## config.mk

```make
export PLATFORM = sky130hd
export DESIGN_NAME = recovery_sequencer
export DESIGN_NICKNAME = d
export VERILOG_FILES = /design/src/rtl/recovery_sequencer.sv
export SDC_FILE = /design/constraint.sdc
export NUM_CORES = 1
export LEC_CHECK = 0
export ABC_AREA = 1
export CAP_MARGIN = 20
export CORE_MARGIN = 2
export CORE_UTILIZATION = 50
export DETAILED_ROUTE_END_ITERATION = 12
export PLACE_DENSITY = 0.74
export SYNTH_ARGS = -nofsm -noshare
export SYNTH_HDL_FRONTEND = slang
export SYNTH_SLANG_ARGS = --single-unit
```

## constraint.sdc

```tcl
create_clock -name clk -period 2 [get_ports clk]
set_input_delay 0.3 -clock clk [delete_from_list [all_inputs] [get_ports clk]]
set_output_delay 0.3 -clock clk [all_outputs]
set_load 0.03 [all_outputs]
```

## src/rtl/recovery_sequencer.sv

```systemverilog
// Purpose: rollback-recovery controller; gates architectural writes, requests checkpoints, sequences restore and fatal escalation.
// Latency: write gating is combinational; state, pulse and status outputs are registered, so a fault at T shows up in recovery_active at T+1.
// Backpressure: none; the core is stalled only through the gated write enables, and nothing upstream is ever throttled.
module recovery_sequencer #(
  parameter int CKPT_INTERVAL  = 64,
  parameter int DRAIN_CYCLES   = 4,
  parameter int RESTORE_CYCLES = 2,
  parameter int MAX_RETRY      = 3,
  localparam int RW = $clog2(MAX_RETRY + 1)
) (
  input  logic          clk,
  input  logic          reset,
  input  logic          fault_detected,
  input  logic          instr_commit,
  input  logic          pc_write_req,
  input  logic          reg_write_req,
  input  logic          mem_write_req,
  output logic          pc_write,
  output logic          reg_write,
  output logic          mem_write,
  output logic          ckpt_save,
  output logic          ckpt_restore,
  output logic          recovery_active,
  output logic          fatal_error,
  output logic [RW-1:0] retry_count
);

  localparam int CW   = $clog2(CKPT_INTERVAL);
  localparam int PMAX = (DRAIN_CYCLES > RESTORE_CYCLES) ? DRAIN_CYCLES : RESTORE_CYCLES;
  localparam int PW   = $clog2(PMAX + 1);

  typedef enum logic [2:0] {
    RUN,
    DRAIN,
    RESTORE,
    RESUME,
    FATAL
  } state_t;

  state_t          state;
  state_t          state_next;
  logic [CW-1:0]   commit_cnt;
  logic [PW-1:0]   phase_cnt;
  logic            in_run;
  logic            ckpt_hit;
  logic            enter_restore;

  assign in_run = (state == RUN);

  // A checkpoint completes only on a clean commit; a coincident fault wins.
  assign ckpt_hit = in_run & ~fault_detected & instr_commit &
                    (commit_cnt == CW'(CKPT_INTERVAL - 1));

  assign enter_restore = (state == DRAIN) & (state_next == RESTORE);

  // Writes are blocked in the fault cycle itself, before the state changes.
  assign pc_write  = pc_write_req  & in_run & ~fault_detected;
  assign reg_write = reg_write_req & in_run & ~fault_detected;
  assign mem_write = mem_write_req & in_run & ~fault_detected;

  // State register.
  always_ff @(posedge clk or posedge reset) begin
    if (reset) begin
      state <= RUN;
    end else begin
      state <= state_next;
    end
  end

  // Next-state decode; DRAIN exits to FATAL once the retry budget is spent.
  always_comb begin
    state_next = state;
    case (state)
      RUN: begin
        if (fault_detected) state_next = DRAIN;
      end
      DRAIN: begin
        if (phase_cnt == PW'(DRAIN_CYCLES - 1)) begin
          state_next = (retry_count == RW'(MAX_RETRY)) ? FATAL : RESTORE;
        end
      end
      RESTORE: begin
        if (phase_cnt == PW'(RESTORE_CYCLES - 1)) state_next = RESUME;
      end
      RESUME:  state_next = RUN;
      FATAL:   state_next = FATAL;
      default: state_next = RUN;
    endcase
  end

  // Dwell counter for DRAIN/RESTORE; restarts on every state change.
  always_ff @(posedge clk or posedge reset) begin
    if (reset) begin
      phase_cnt <= '0;
    end else if (state_next != state) begin
      phase_cnt <= '0;
    end else begin
      phase_cnt <= phase_cnt + 1'b1;
    end
  end

  // Retired-instruction counter; wraps naturally since the interval is a power of two.
  always_ff @(posedge clk or posedge reset) begin
    if (reset) begin
      commit_cnt <= '0;
    end else if (state == RESTORE) begin
      commit_cnt <= '0;
    end else if (in_run & ~fault_detected & instr_commit) begin
      commit_cnt <= commit_cnt + 1'b1;
    end
  end

  // Retry tracking: a checkpoint forgives past retries; each restore consumes one.
  always_ff @(posedge clk or posedge reset) begin
    if (reset) begin
      retry_count <= '0;
    end else if (ckpt_hit) begin
      retry_count <= '0;
    end else if (enter_restore && (retry_count != RW'(MAX_RETRY))) begin
      retry_count <= retry_count + 1'b1;
    end
  end

  // Registered pulses and status flags, derived from the upcoming state.
  always_ff @(posedge clk or posedge reset) begin
    if (reset) begin
      ckpt_save       <= 1'b0;
      ckpt_restore    <= 1'b0;
      recovery_active <= 1'b0;
      fatal_error     <= 1'b0;
    end else begin
      ckpt_save       <= ckpt_hit;
      ckpt_restore    <= enter_restore;
      recovery_active <= (state_next != RUN);
      fatal_error     <= (state_next == FATAL);
    end
  end

endmodule

```

==> flow_summary.json <==
{
  "cp-end-kind": "output pin",
  "cts_resized": 0,
  "dr.pass1.iters": 4,
  "power_leakage_nw": 0.5722,
  "wl_met2_um": 728,
  "num_vias": 733,
  "grt_first_pass_wirelength_um": 2622,
  "cp_data_arrival_time_ns": 1.38,
  "synth_fp_nets": 122,
  "start_util_pct": 53.48,
  "ys_ff_latch": 18,
  "fin_skew_ns": 0.004729,
  "clock_latency_ns": 0.28,
  "peakVddDrop_v": 0.0003184,
  "antenna_found_initial": 0,
  "synth_cell_type_count": 21,
  "outcome": "finished clean",
  "wl_per_cell_um": 10.31,
  "yosys_warnings": 0,
  "report.final.slew_viol_count": 0,
  "path_depth": 4,
  "post-route-period-util_pct": 83.81,
  "worstSetupPathType": "reg2out",
  "whs_ns": 0.3939,
  "synth_flop_cell": "dfrtp_1",
  "worstRegToRegCells": 8,
  "ios": 16,
  "hold_viol": 0,
  "hold_buffers": 0,
  "ctsLongestPathBuffers": 2,
  "grt_overflow": 0,
  "detail-route-antenna-nets": 0,
  "htree_levels": 1,
  "fin_nets": 142,
  "cts_buffers": 3,
  "p_per_area_mw_per_mm2": 527.0,
  "io_buffers": 15,
  "routabilityCongestion": 0.7440,
  "clk_pin_slew_ns": 0.10,
  "grt_max_degree": 19,
  "crit_end": "reg_write",
  "wl_um": 1587,
  "diodes": 0,
  "first_iter_violations": 14,
  "synthCells": 110,
  "postSynthAreaPerCell_um2": 8.485,
  "drc": 0,
  "cp_cell_sequence": "nor2_1, nand3_1, nor2_1, buf_4",
  "rows": 15,
  "top_layer_used": "met4",
  "place_hpwl_um": 1238,
  "finalCriticalPeriod_ns": 1.676,
  "rrSetupSlack_ns": 0.51,
  "rsz0062_at_grt": "no",
  "tightest_slew_ns": 0.6472,
  "maxCapViolCount": 0,
  "max_freq_mhz": 596.6,
  "power.total_mw": 0.6026,
  "cts.sinks": 18,
  "fin_util_pct": 65.52,
  "r2r_end": "recovery_active",
  "grt_usage_pct": 16.47,
  "cts_setup_buffers": 0,
  "max_slew_margin_pct": 56.81,
  "cts_tree": "built",
  "post_drt_via_cell_ratio": 4.760,
  "seq_area_frac_synth_pct": 48.26,
  "cp_max_fo": 5,
  "setup-tns-final_ns": 0,
  "syn_area_um2": 933.4,
  "cpMostUsedCell": "nor2_1",
  "crit_start": "state[1]",
  "die_w_um": 47.21,
  "setup_viol": 0,
  "hp-class": "in2async",
  "cp.required_ns": 1.70,
  "cpMaxStageDelayCell": "dfrtp_1",
  "cp-start-kind": "register",
  "coreArea_mm2": 0.001745,
  "cts_root_buf": "clkbuf_4",
  "path_delay_family": "flip-flops",
  "async_flop_share_pct": 100.0,
  "n_fill_cell": 156,
  "drive_gt1_share_pct": 13.18,
  "first_global_vias": 631,
  "syn_to_final_growth_pct": 22.52,
  "path_buf_inv": 1,
  "chipHeight_um": 47.21,
  "worst_path_largest_cell_delay_ns": 0.46,
  "rr_startpoint": "phase_cnt[0]",
  "wl_met1_um": 808,
  "dieArea_mm2": 0.002228,
  "synth-edff-count": 0,
  "wl_met3_um": 43
}
## worst register-to-register path, stage by stage (launching register included)
cell     delay (ns)
dfrtp_1        0.41
ha_1           0.20
ha_1           0.21
o21ai_1        0.22
nor2_4         0.07
nor2_1         0.09
inv_1          0.05
nor2_1         0.08
nand3_1        0.06
## worst min-delay path by stage
stage,cells after the start,to
3_5_place_dp,1,phase_cnt[0]
5_1_grt,2,retry_count[0]
6_report,2,retry_count[0]
2_1_floorplan,1,ckpt_restore
4_1_cts,2,commit_cnt[4]
3_3_place_gp,1,phase_cnt[0]
## logic make-up (layout without fill, tap and decap cells)
| family | after synthesis | count (layout) | share of synthesized area [%] |
|---|---|---|---|
| xor+xnor | 2 | 2 | 1.877 |
| compound gates | 7 | 7 | 4.155 |
| buf+inv | 17 | 36 | 6.836 |
| simple gates | 61 | 61 | 32.17 |
| flops | 18 | 18 | 48.26 |
| fa+ha+maj | 5 | 5 | 6.702 |
## routing by layer
layer	GRT usage (%)	up-vias
met5	0	-
met4	5.556	0
met3	2.692	2
met2	27.12	8
met1	21.93	331
li1	-	392
## state kept, by name, summed over array words and instances (netlist names)
signal and cells:
ckpt_restore 1, phase_cnt 3, fatal_error 1, state 3, recovery_active 1, commit_cnt 6, retry_count 2, ckpt_save 1
## synth_stat cells, types with 2 or more instances
cell type  number  area, um2
xor2_1          2      17.52
inv_2           2      7.510
nor2_1         17      63.81
ha_1            5      62.56
nand2_1        20      75.07
inv_1          15      56.30
nor2_4          2      22.52
o21ai_0         3      15.01
nand3_1        14      70.07
o21ai_1         2      10.01
dfrtp_1        18      450.4
## cell type report
| class | count | area (um2) | area share (%) |
|---|---|---|---|
| multi-input cells | 75 | 419.2 | 36.65 |
| flip-flops and latches | 18 | 450.4 | 39.39 |
| repair buffers | 15 | 142.6 | 12.47 |
| clock buffers | 4 | 36.28 | 3.173 |
| inverters | 17 | 63.81 | 5.580 |
| well taps | 25 | 31.28 | 2.735 |
## report_power, final
part	switching (mW)	leakage [nW]	internal (mW)	total [mW]
logic	0.00970	0.335	0.0108	0.0205
clock network	0.108	0.0210	0.111	0.218
registers	0	0.216	0.364	0.364
total	0.117	0.572	0.485	0.603
## stage by stage
step	setup slack [ns]	cell area, um2	instances
6_report	0.3239	1144	154
5_1_grt	0.1765	1144	154
4_1_cts	0.3055	1144	154
3_5_place_dp	0.4619	1107	150
3_3_place_gp	0.5015	1107	150
2_1_floorplan	0.5875	933.4	110
## layout by cell type (no fill, tap or decap)
cell,count
nor2_4,2
o21ai_0,3
nor3_2,1
a21oi_2,1
nor3_1,1
nand3_2,1
dfrtp_1,18
nand3_1,14
xor2_1,2
inv_1,15
clkdlybuf4s50_1,12
buf_4,3
nor2_2,1
clkbuf_4,3
nand4_2,1
clkbuf_8,1
nand3b_1,1
nand4_1,1
nor2_1,17
nand2_1,20
ha_1,5
nand2_4,1
o21ai_1,2
a21oi_1,1
inv_2,2
Power figures use the tool's default switching activity.
